**src/rtl/udp_rx_chksum_input_ctrl_pkg.sv**
```systemverilog
// ----------------------------------------------------------------------------
// udp_rx_chksum_input_ctrl_pkg
//
// Shared types and constants for the UDP RX checksum input stage:
//   - interface widths of the IP/MAC side (IP address, total length, MAC bus,
//     pad-byte count, packet timestamp)
//   - the 12-byte checksum pseudo-header layout and the UDP protocol number
//   - the per-packet tracker statistics carried on tuser
// ----------------------------------------------------------------------------
package udp_rx_chksum_input_ctrl_pkg;

   localparam int IP_ADDR_W           = 32;
   localparam int TOT_LEN_W           = 16;
   localparam int MAC_INTERFACE_W     = 256;
   localparam int MAC_INTERFACE_BYTES = MAC_INTERFACE_W / 8;
   localparam int MAC_PADBYTES_W      = $clog2(MAC_INTERFACE_BYTES);
   localparam int PKT_TIMESTAMP_W     = 64;

   localparam int CHKSUM_PSEUDO_HDR_BYTES = 12;
   localparam int CHKSUM_PSEUDO_HDR_W     = CHKSUM_PSEUDO_HDR_BYTES * 8;

   localparam logic [7:0] UDP_PROTOCOL = 8'd17;

   // Checksum pseudo-header, MSB-first on the wire.
   typedef struct packed {
      logic [IP_ADDR_W-1:0] src_ip;
      logic [IP_ADDR_W-1:0] dst_ip;
      logic [7:0]           zero_pad;
      logic [7:0]           protocol;
      logic [TOT_LEN_W-1:0] udp_len;
   } chksum_pseudo_hdr;

   // Per-packet statistics that travel alongside the packet on tuser.
   typedef struct packed {
      logic [PKT_TIMESTAMP_W-1:0] packet_timestamp;
   } tracker_stats_struct;

endpackage

```
**src/rtl/udp_rx_chksum_input_ctrl_data_masker.sv**
```systemverilog
// ----------------------------------------------------------------------------
// udp_rx_chksum_input_ctrl_data_masker
//
// Zeroes every byte of a beat whose keep bit is clear. Keep bit i qualifies
// data byte i (bits [8*i+7 : 8*i]), so an MSB-aligned keep clears the tail.
//
// Ports:
//   data_i  in   DATA_WIDTH  raw beat
//   keep_i  in   KEEP_WIDTH  byte enables
//   data_o  out  DATA_WIDTH  beat with disabled bytes forced to zero
// ----------------------------------------------------------------------------
module udp_rx_chksum_input_ctrl_data_masker #(
   parameter int DATA_WIDTH = 256,
   parameter int KEEP_WIDTH = DATA_WIDTH / 8
) (
   input  logic [DATA_WIDTH-1:0] data_i,
   input  logic [KEEP_WIDTH-1:0] keep_i,
   output logic [DATA_WIDTH-1:0] data_o
);

   always_comb begin
      // NOTE: every combinational output gets a default first so no path can
      // leave it unassigned and infer a latch.
      data_o = '0;
      for (int i = 0; i < KEEP_WIDTH; i++) begin
         data_o[i*8 +: 8] = keep_i[i] ? data_i[i*8 +: 8] : 8'h00;
      end
   end

endmodule

```
**src/rtl/udp_rx_chksum_input_ctrl.sv**
```systemverilog
// ----------------------------------------------------------------------------
// udp_rx_chksum_input_ctrl
//
// Receive-side checksum input stage. Accepts a decoded UDP header and its
// payload stream and emits a single stream with the 12-byte checksum
// pseudo-header prepended, realigned into DATA_WIDTH beats.
//
// Optional feature (macro UDP_RX_CHKSUM_LEN_CHECK_EN): count the payload bytes
// actually received and raise the sticky len_err flag when the count at
// data_last differs from the header length. Without the macro, len_err is 0.
//
// Ports:
//   clk, rst_n                          clock, async active-low reset
//   src_udp_to_chksum_rx_hdr_*          header handshake, IPs, length, stats
//   src_udp_to_chksum_rx_data_*         payload beat, last, pad-byte count
//   udp_to_chksum_src_rx_{hdr,data}_rdy ready back to the header/payload side
//   req_t{data,keep,user,val,last}      output stream, req_trdy back-pressure
//   len_err                             sticky length-mismatch flag
// ----------------------------------------------------------------------------
module udp_rx_chksum_input_ctrl
   import udp_rx_chksum_input_ctrl_pkg::*;
#(
   parameter int DATA_WIDTH = MAC_INTERFACE_W,
   parameter int KEEP_WIDTH = DATA_WIDTH / 8,
   parameter int USER_WIDTH = PKT_TIMESTAMP_W
) (
   input  logic                      clk,
   input  logic                      rst_n,
   input  logic                      src_udp_to_chksum_rx_hdr_val,
   output logic                      udp_to_chksum_src_rx_hdr_rdy,
   input  logic [IP_ADDR_W-1:0]      src_udp_to_chksum_rx_src_ip,
   input  logic [IP_ADDR_W-1:0]      src_udp_to_chksum_rx_dst_ip,
   input  logic [TOT_LEN_W-1:0]      src_udp_to_chksum_rx_data_len,
   input  tracker_stats_struct       src_udp_to_chksum_rx_timestamp,
   input  logic                      src_udp_to_chksum_rx_data_val,
   output logic                      udp_to_chksum_src_rx_data_rdy,
   input  logic [DATA_WIDTH-1:0]     src_udp_to_chksum_rx_data,
   input  logic                      src_udp_to_chksum_rx_data_last,
   input  logic [MAC_PADBYTES_W-1:0] src_udp_to_chksum_rx_data_padbytes,
   output logic [DATA_WIDTH-1:0]     req_tdata,
   output logic [KEEP_WIDTH-1:0]     req_tkeep,
   output logic [USER_WIDTH-1:0]     req_tuser,
   output logic                      req_tval,
   input  logic                      req_trdy,
   output logic                      req_tlast,
   output logic                      len_err
);

   localparam int USE_BYTES  = CHKSUM_PSEUDO_HDR_BYTES;
   localparam int HOLD_BYTES = KEEP_WIDTH - USE_BYTES;
   localparam int USE_W      = USE_BYTES * 8;
   localparam int HOLD_W     = HOLD_BYTES * 8;
   // One extra bit so data_len + 12 never wraps.
   localparam int LEN_W      = TOT_LEN_W + 1;
   localparam logic [LEN_W-1:0] BEAT_BYTES = LEN_W'(KEEP_WIDTH);

   typedef enum logic [1:0] {IDLE, FIRST, STREAM, DRAIN} state_e;

   state_e              state_q, state_d;
   chksum_pseudo_hdr    hdr_q, hdr_d;
   tracker_stats_struct tuser_q, tuser_d;
   logic [USE_W-1:0]    hold_q, hold_d;
   logic [LEN_W-1:0]    bytes_left_q, bytes_left_d;

   logic                  last_fits;
   logic [LEN_W-1:0]      bytes_left_dec;
   logic [KEEP_WIDTH-1:0] tail_keep;
   logic [USE_W-1:0]      prefix;
   logic [DATA_WIDTH-1:0] raw_data;
   logic [KEEP_WIDTH-1:0] raw_keep;
   logic                  hdr_hs;
   logic                  data_hs;

   always_comb begin
      state_d      = state_q;
      hdr_d        = hdr_q;
      tuser_d      = tuser_q;
      hold_d       = hold_q;
      bytes_left_d = bytes_left_q;

      udp_to_chksum_src_rx_hdr_rdy  = 1'b0;
      udp_to_chksum_src_rx_data_rdy = 1'b0;
      req_tval  = 1'b0;
      req_tlast = 1'b0;
      prefix    = hold_q;
      raw_data  = '0;
      raw_keep  = '0;
      hdr_hs    = 1'b0;
      data_hs   = 1'b0;

      // Remaining bytes fit in the current beat; the count saturates at zero
      // so an over-long payload cannot wrap it.
      last_fits      = (bytes_left_q <= BEAT_BYTES);
      bytes_left_dec = last_fits ? '0 : bytes_left_q - BEAT_BYTES;
      // Top bytes_left bits set; a shift of the full width yields all ones.
      tail_keep      = ~({KEEP_WIDTH{1'b1}} >> bytes_left_q);

      case (state_q)
         IDLE: begin
            udp_to_chksum_src_rx_hdr_rdy = 1'b1;
            hdr_hs = src_udp_to_chksum_rx_hdr_val;
            if (hdr_hs) begin
               hdr_d = '{src_ip:   src_udp_to_chksum_rx_src_ip,
                         dst_ip:   src_udp_to_chksum_rx_dst_ip,
                         zero_pad: 8'h00,
                         protocol: UDP_PROTOCOL,
                         udp_len:  src_udp_to_chksum_rx_data_len};
               tuser_d      = src_udp_to_chksum_rx_timestamp;
               bytes_left_d = {1'b0, src_udp_to_chksum_rx_data_len} + LEN_W'(USE_BYTES);
               state_d      = FIRST;
            end
         end

         FIRST, STREAM: begin
            // Flow-through: the output beat is the input beat shifted down by
            // the 12 bytes still owed from the previous beat (or the header).
            req_tval  = src_udp_to_chksum_rx_data_val;
            udp_to_chksum_src_rx_data_rdy = req_trdy;
            req_tlast = src_udp_to_chksum_rx_data_last && last_fits;
            if (state_q == FIRST) begin
               prefix = hdr_q;
            end
            raw_data = {prefix, src_udp_to_chksum_rx_data[DATA_WIDTH-1 -: HOLD_W]};
            raw_keep = req_tlast ? tail_keep : '1;
            data_hs  = src_udp_to_chksum_rx_data_val && req_trdy;
            if (data_hs) begin
               hold_d = src_udp_to_chksum_rx_data[USE_W-1:0];
               if (!src_udp_to_chksum_rx_data_last) begin
                  bytes_left_d = bytes_left_dec;
                  state_d      = STREAM;
               end else if (last_fits) begin
                  state_d = IDLE;
               end else begin
                  // The held low bytes spill into one extra output beat.
                  bytes_left_d = bytes_left_dec;
                  state_d      = DRAIN;
               end
            end
         end

         DRAIN: begin
            req_tval  = 1'b1;
            req_tlast = 1'b1;
            raw_data  = {hold_q, {HOLD_W{1'b0}}};
            raw_keep  = tail_keep;
            if (req_trdy) begin
               state_d = IDLE;
            end
         end

         default: state_d = IDLE;
      endcase
   end

   always_ff @(posedge clk or negedge rst_n) begin
      // NOTE: state registers use non-blocking assignments so every flop
      // samples the pre-edge value of every other flop.
      if (!rst_n) begin
         state_q      <= IDLE;
         hdr_q        <= '0;
         tuser_q      <= '0;
         hold_q       <= '0;
         bytes_left_q <= '0;
      end else begin
         state_q      <= state_d;
         hdr_q        <= hdr_d;
         tuser_q      <= tuser_d;
         hold_q       <= hold_d;
         bytes_left_q <= bytes_left_d;
      end
   end

   udp_rx_chksum_input_ctrl_data_masker #(
      .DATA_WIDTH (DATA_WIDTH),
      .KEEP_WIDTH (KEEP_WIDTH)
   ) u_data_masker (
      .data_i (raw_data),
      .keep_i (raw_keep),
      .data_o (req_tdata)
   );

   assign req_tkeep = raw_keep;
   assign req_tuser = USER_WIDTH'(tuser_q);

`ifdef UDP_RX_CHKSUM_LEN_CHECK_EN
   logic [LEN_W-1:0] rx_cnt_q, rx_cnt_d;
   logic [LEN_W-1:0] rx_total;
   logic             len_err_q, len_err_d;

   always_comb begin
      rx_cnt_d  = rx_cnt_q;
      len_err_d = len_err_q;
      // Byte count including the last beat, which is short by padbytes.
      rx_total  = rx_cnt_q + BEAT_BYTES - LEN_W'(src_udp_to_chksum_rx_data_padbytes);
      if (hdr_hs) begin
         rx_cnt_d = '0;
      end else if (data_hs) begin
         if (!src_udp_to_chksum_rx_data_last) begin
            rx_cnt_d = rx_cnt_q + BEAT_BYTES;
         end else if (rx_total != {1'b0, hdr_q.udp_len}) begin
            len_err_d = 1'b1;
         end
      end
   end

   always_ff @(posedge clk or negedge rst_n) begin
      if (!rst_n) begin
         rx_cnt_q  <= '0;
         len_err_q <= 1'b0;
      end else begin
         rx_cnt_q  <= rx_cnt_d;
         len_err_q <= len_err_d;
      end
   end

   assign len_err = len_err_q;
`else
   // Framing follows the header length alone, so padbytes has no consumer.
   logic unused_padbytes;
   assign unused_padbytes = ^src_udp_to_chksum_rx_data_padbytes;
   assign len_err = 1'b0;
`endif

endmodule

```
**config.mk**
```make
export PLATFORM = sky130hd
export DESIGN_NAME = udp_rx_chksum_input_ctrl
export DESIGN_NICKNAME = d
export VERILOG_FILES = /design/src/rtl/udp_rx_chksum_input_ctrl_pkg.sv /design/src/rtl/udp_rx_chksum_input_ctrl_data_masker.sv /design/src/rtl/udp_rx_chksum_input_ctrl.sv
export SDC_FILE = /design/constraint.sdc
export NUM_CORES = 1
export LEC_CHECK = 0
export ABC_AREA = 1
export CORE_AREA = 2 2 295 297
export DETAILED_ROUTE_END_ITERATION = 7
export DIE_AREA = 0 0 297 299
export PLACE_DENSITY = 0.42
export SYNTH_ARGS = -nofsm -noshare
export SYNTH_HDL_FRONTEND = slang
export SYNTH_HIERARCHICAL = 1
export SYNTH_SLANG_ARGS = --single-unit
```
**constraint.sdc**
```tcl
create_clock -name clk -period 5.4 [get_ports clk]
set_input_delay 1.35 -clock clk [delete_from_list [all_inputs] [get_ports clk]]
set_output_delay 1.35 -clock clk [all_outputs]
set_load 0.01 [all_outputs]
```
# After elaboration in Yosys (flattened, before gate mapping)
# Index checks and enable logic that the tools add are counted.
[totals]
inputBits = 411
reg_bits = 260
elab_cells = 81
out_inout_bits = 357
[op_classes]
n_lt_le_gt_ge = 1
add_sub_neg = 2
shifts = 1
eq_ne = 7
mux = 52
reduce_logical = 9
bitwise = 1
[op_table]
columns = ["operator", "count"]
rows = [
  ["$pmux 256 s2", 1],
  ["$mux 8", 32],
  ["$mux 96", 1],
  ["$mux 17", 5],
  ["$pmux 32 s2", 1],
  ["$pmux 17 s2", 1],
  ["$mux 32", 1],
  ["$not 32->32", 1],
  ["$shr 32x17->32 const A", 1],
  ["$add 16x4->17 const B", 1],
  ["$le 17x6->1 const B", 1],
  ["$sub 17x6->17 const B", 1],
  ["$mux 2", 5],
  ["$ne 2x2->1 const B", 3],
  ["$pmux 2 s3", 1],
  ["$eq 2x2->1 const B", 2],
  ["$pmux 1 s2", 2],
  ["$reduce_and 2->1", 2],
  ["$reduce_and 4->1", 1],
  ["$ne 3x3->1 const B", 1],
  ["$reduce_and 3->1", 1],
  ["$eq 2x1->1 const B", 1],
  ["$logic_and 1x1->1", 2],
  ["$logic_not 2->1", 1],
  ["other kinds (3)", 4],
]

# Depth between registers and ports, before layout
[depth]
depth_word = 6
mapped_depth = 15
depth_no_buf = 13

# Modules after synthesis
# Netlist, hierarchy kept.
[by_module_without_submodules]
columns = ["module", "n_inst", "area_each_um2", "seq_area_each_um2", "cells_per_inst"]
rows = [
  ["udp_rx_chksum_input_ctrl", 1, 13709.4, 6506.2, 1814],
  ["udp_rx_chksum_input_ctrl_data_masker", 1, 2082.0, 0.0, 544],
]

# Worst setup path after synthesis
# Ideal clock, no wire load.
[synth_path]
kind = "input -> output"
startpoint = "input port src_udp_to_chksum_rx_data_last"
endpoint = "output port req_tdata[64]"
required_ps = 4050
n_path_buf = 1
path_slack_ps = 1858
t_arrival_ps = 2192
stages = 8
cell_sequence = "nand2_4 -> nand2_4 -> nand2_1 -> nand2_1 -> o21ai_0 -> buf_2 -> nand2_1 -> inv_1"
[synth_via]
elab_chain_cells = 4
[synth_rtl]
columns = ["element", "line", "text"]
rows = [
  ["start, declared", "udp_rx_chksum_input_ctrl.sv:38", "input logic src_udp_to_chksum_rx_data_last,"],
  ["$logic_and 1x1->1", "udp_rx_chksum_input_ctrl.sv:119", "req_tlast = src_udp_to_chksum_rx_data_last && last_fits;"],
  ["$mux 32", "udp_rx_chksum_input_ctrl.sv:124", "raw_keep = req_tlast ? tail_keep : '1;"],
  ["$pmux 32 s2", "udp_rx_chksum_input_ctrl.sv:98", "case (state_q)"],
  ["net req_tkeep[8]", "udp_rx_chksum_input_ctrl.sv:41", "output logic [KEEP_WIDTH-1:0] req_tkeep,"],
  ["$mux 8", "udp_rx_chksum_input_ctrl_data_masker.sv:26", "data_o[i*8 +: 8] = keep_i[i] ? data_i[i*8 +: 8] : 8'h00;"],
  ["end, declared", "udp_rx_chksum_input_ctrl.sv:40", "output logic [DATA_WIDTH-1:0] req_tdata,"],
]
# The timed path passes the listed nets, and every way through them passes these cells.

# Worst setup path after layout
[layout_path]
startpoint = "input port src_udp_to_chksum_rx_data_last"
endpoint = "output port req_tdata[196]"
[layout_via]
elab_chain_cells = 4
[layout_rtl]
columns = ["element", "line"]
rows = [
  ["$logic_and 1x1->1", "udp_rx_chksum_input_ctrl.sv:119"],
  ["$mux 32", "udp_rx_chksum_input_ctrl.sv:124"],
  ["$pmux 32 s2", "udp_rx_chksum_input_ctrl.sv:98"],
  ["$mux 8", "udp_rx_chksum_input_ctrl_data_masker.sv:26"],
]
# No other way between the ends.

==> metrics.md <==
| Metric | Value |
|---|---|
| Vias per cell | ~4.1 |
| PortBufs | approximately 760 |
| Cell count after synthesis | around 2400 |
| Seq cells post-synth | 260 |
| Resized cells post-CTS | 0 |
| CTS Sinks | between 200 and 300 |
| Peak VDD IR | between 600 and 700 uV |
| Outcome | completed |
| Slew Limit Fails | 0 |
| Mean Syn Cell Area | ~6.7 sq um |
| Mux share of post-synthesis cell area | 0.0670 |
| ANT nets after route | 0 |
| PwrDens | 629 nW/um^2 |
| Worst Tran Pin Value | ~950 ps |
| Core box area | about 86000 sq um |
| Main combinational cell family by area after synthesis | simple AND/OR/NAND/NOR gates |
| Worst endpoint required time | between 4000 and 5000 ps |
| Die width | 297 microns |
| Max cap viols | 0 |
| Compound-gate portion of the synthesized area | 0.0559 |
| LEAKAGE | ~13 nW |
| I/O pin count | about 770 |
| Clock Latency Late Sink | between 500 and 600 ps |
| Post-Syn Area | ~16000 sq um |
| TNS Setup | 0 ps |
| Critical path's top delay family | buffers and inverters |
| Critical path class | in -> out |
| Worst path cell trace | clkdlybuf4s50_1 > nand2_4 > nand2_4 > nand2_1 > nand2_1 > nand3_1 > buf_4 > nand2_1 > inv_1 > clkdlybuf4s50_1 |
| Post-route clock period utilization | 0.920 |
| Maximum clock path buffer count | 3 |
| Largest net degree at the start of global routing | 170 |
| Final WL | approximately 86000 microns |
| Simple-gate share of the synthesized area | 0.335 |
| CTS tree | done |
| Full die area | approximately 90000 sq um |
| Commonest non-fill, non-tap cell in the layout | nand2_1 |
| Vias in the first global route | 17580 |
| Root buf cell | clkbuf_16 |
| Slowest cell delay on critical path | 610 ps |
| # setup viols final | 0 |
| Final setup skew | 15.3 ps |
| Synth warnings | 6 |
| Via Count | ~17000 |
| Area Overhead vs Synth | 64.2% |
| Final #Nets | roughly 3500 |
| Crit path top cell by count | nand2_1 |
| Max-slew headroom | 0.368 |
| Layout fillers | 9677 |
| CP Data Arrival Time | ~3600 ps |
| CTS Buf Count | 35 |
| Fmax achieved | slightly above 200 MHz |
| Critical path peak fanout | 9 |
| Slowest CP cell | clkdlybuf4s50_1 |
| Commonest non-fill, non-tap cells in the layout | nand2_1 (1078), clkdlybuf4s50_1 (752), inv_1 (315) |
| DP HPWL | ~67000 microns |
| H-tree Lvls | 2 |
| Initial antenna violation count | between 40 and 50 |
| Post-synthesis adder-cell area fraction | 0.00475 |
| Routability congestion estimate | 0.936 |
| Syn Nets | between 2000 and 3000 |
| Critical Path Source Type | primary input |
| Global route overflow | 0 |
| Iter 0 DRT Violations | 731 |
| Worst hold margin | 476 ps |
| Wire length per cell | 20.3 microns |
| Post-CTS Setup Inserts | 0 |
| Tightest Hold Check Type | reg -> reg |
| Global-route wire length before repair | around 120000 microns |
| Hold buffer count at CTS | 0 |
| CP endpoint kind | output pin |
| Global Route Usage Sum | 0.188 |
| Sequential fraction of the synthesis area | 0.412 |
| TritonRoute pass-1 iters | 5 |
| Die Ht | 299 microns |
| Critical path buffer and inverter count | 4 |
| Row count | ~110 |
| RSZ-0062 raised after global routing | no |
| Crit path time final | 4970 ps |
| Post-synthesis xor/xnor area fraction | 0.00555 |
| Layout cells sized above 1 | 0.0798 |
| DRC viols | 0 |
| CTS clk-pin slew, worst paths | roughly 60 ps |
| Yosys cell types | 35 |
| Hold Fails Final Rpt | 0 |
| Initial cell density of the core | 0.184 |
==> final timing paths <==
check / cells after the start / slack (ps) / end / start
worst min-delay path: 2 / 480 / req_tuser[12]$_DFFE_PN0P_ / req_tuser[12]$_DFFE_PN0P_
worst max register to register: 8 / 2420 / hold_q[15]$_DFFE_PN0P_ / state_q[0]$_DFFE_PN0P_
worst min register to register: 2 / 480 / req_tuser[12]$_DFFE_PN0P_ / req_tuser[12]$_DFFE_PN0P_
max in group asynchronous: 2 / 3550 / req_tuser[30]$_DFFE_PN0P_ / rst_n
worst max-delay path: 10 / 430 / req_tdata[196] / src_udp_to_chksum_rx_data_last
min in group asynchronous: 1 / 850 / hold_q[68]$_DFFE_PN0P_ / rst_n
==> sequential cells by signal (all words and copies together), names as in the netlist <==
| name | count |
|---|---|
| hold_q | 96 |
| bytes_left_q | 17 |
| state_q | 2 |
| hdr_q | 81 |
| req_tuser | 64 |
==> per-layer routing <==
layer / global-route usage / share of wire / vias up
li1: - / - / 8427
met1: 0.207 / 0.39 / 8159
met2: 0.338 / 0.51 / 568
met3: 0.0612 / 0.075 / 131
met4: 0.0636 / 0.031 / 34
met5: 0 / 0.0027 / -
==> power by group <==
| group | internal (mW) | total, mW | switching, mW |
|---|---|---|---|
| logic | 4.16 | 10.5 | 6.31 |
| clock network | 1.48 | 2.43 | 0.947 |
| registers | 2.90 | 3.41 | 0.513 |
| total | 8.54 | 16.3 | 7.77 |
==> cell usage after synthesis <==
master,number,area share
nor3_1,7,0.0022
inv_2,5,0.0012
a21oi_1,97,0.031
o21ai_0,46,0.015
nand3_1,22,0.0070
a21oi_2,1,0.00055
inv_4,1,0.00040
nand2_2,3,0.0012
clkbuf_1,75,0.018
nand3b_1,1,0.00048
ha_1,6,0.0048
nor3_2,1,0.00063
inv_1,316,0.075
nor2_1,209,0.050
a31oi_1,4,0.0016
mux2_2,94,0.067
nand3_2,2,0.0013
buf_2,46,0.015
buf_1,10,0.0024
dfrtp_1,260,0.41
buf_4,2,0.00095
xnor2_1,1,0.00055
buf_6,10,0.0071
conb_1,1,0.00024
nand2_4,4,0.0029
nor2_2,8,0.0032
nor3b_1,14,0.0067
o211ai_1,2,0.00095
o21ai_1,3,0.00095
nand4_1,5,0.0020
nand2_1,1080,0.26
o21bai_1,1,0.00048
o21ai_2,11,0.0061
xor2_1,9,0.0050
nand3_4,1,0.0011
==> final cells by class <==
| class | count | area (sq um) | area share |
|---|---|---|---|
| clock buffers | 53 | 1040 | 0.0403 |
| multi-input cells | 1633 | 7460 | 0.288 |
| diodes | 13 | 32.5 | 0.00125 |
| repair buffers | 806 | 8090 | 0.312 |
| well taps | 1155 | 1450 | 0.0557 |
| flip-flops and latches | 260 | 6510 | 0.251 |
| inverters | 322 | 1210 | 0.0469 |
| clock inverters | 9 | 135 | 0.00521 |
==> kinds of logic after synthesis <==
kind of cell,after synthesis
flip-flops,260
other,1
XOR/XNOR,10
AO/OA/AOI/OAI,165
multiplexers,94
adder cells (fa/ha/maj),6
AND/OR/NAND/NOR,1357
buffers and inverters,465
==> worst min-delay path, cell delays in order (launching register included) <==
cell	delay, ps
dfrtp_1	340
nand2_1	50
nand2_1	50
==> per-stage QoR <==
stage               total power [mW]  worst slack, ps  std cells  utilization  area [sq um]
floorplan                       8.78             1860       2358            -         15800
global placement                14.1             18.9       4176        0.288         24700
detailed placement              14.1             55.4       4176        0.288         24700
CTS                             16.7             45.4       4238        0.301         25900
global route                    17.6              191       4249        0.302         25900
finish                          16.3              431       4251        0.302         25900
No activity file was read; power rests on OpenSTA's default activity.
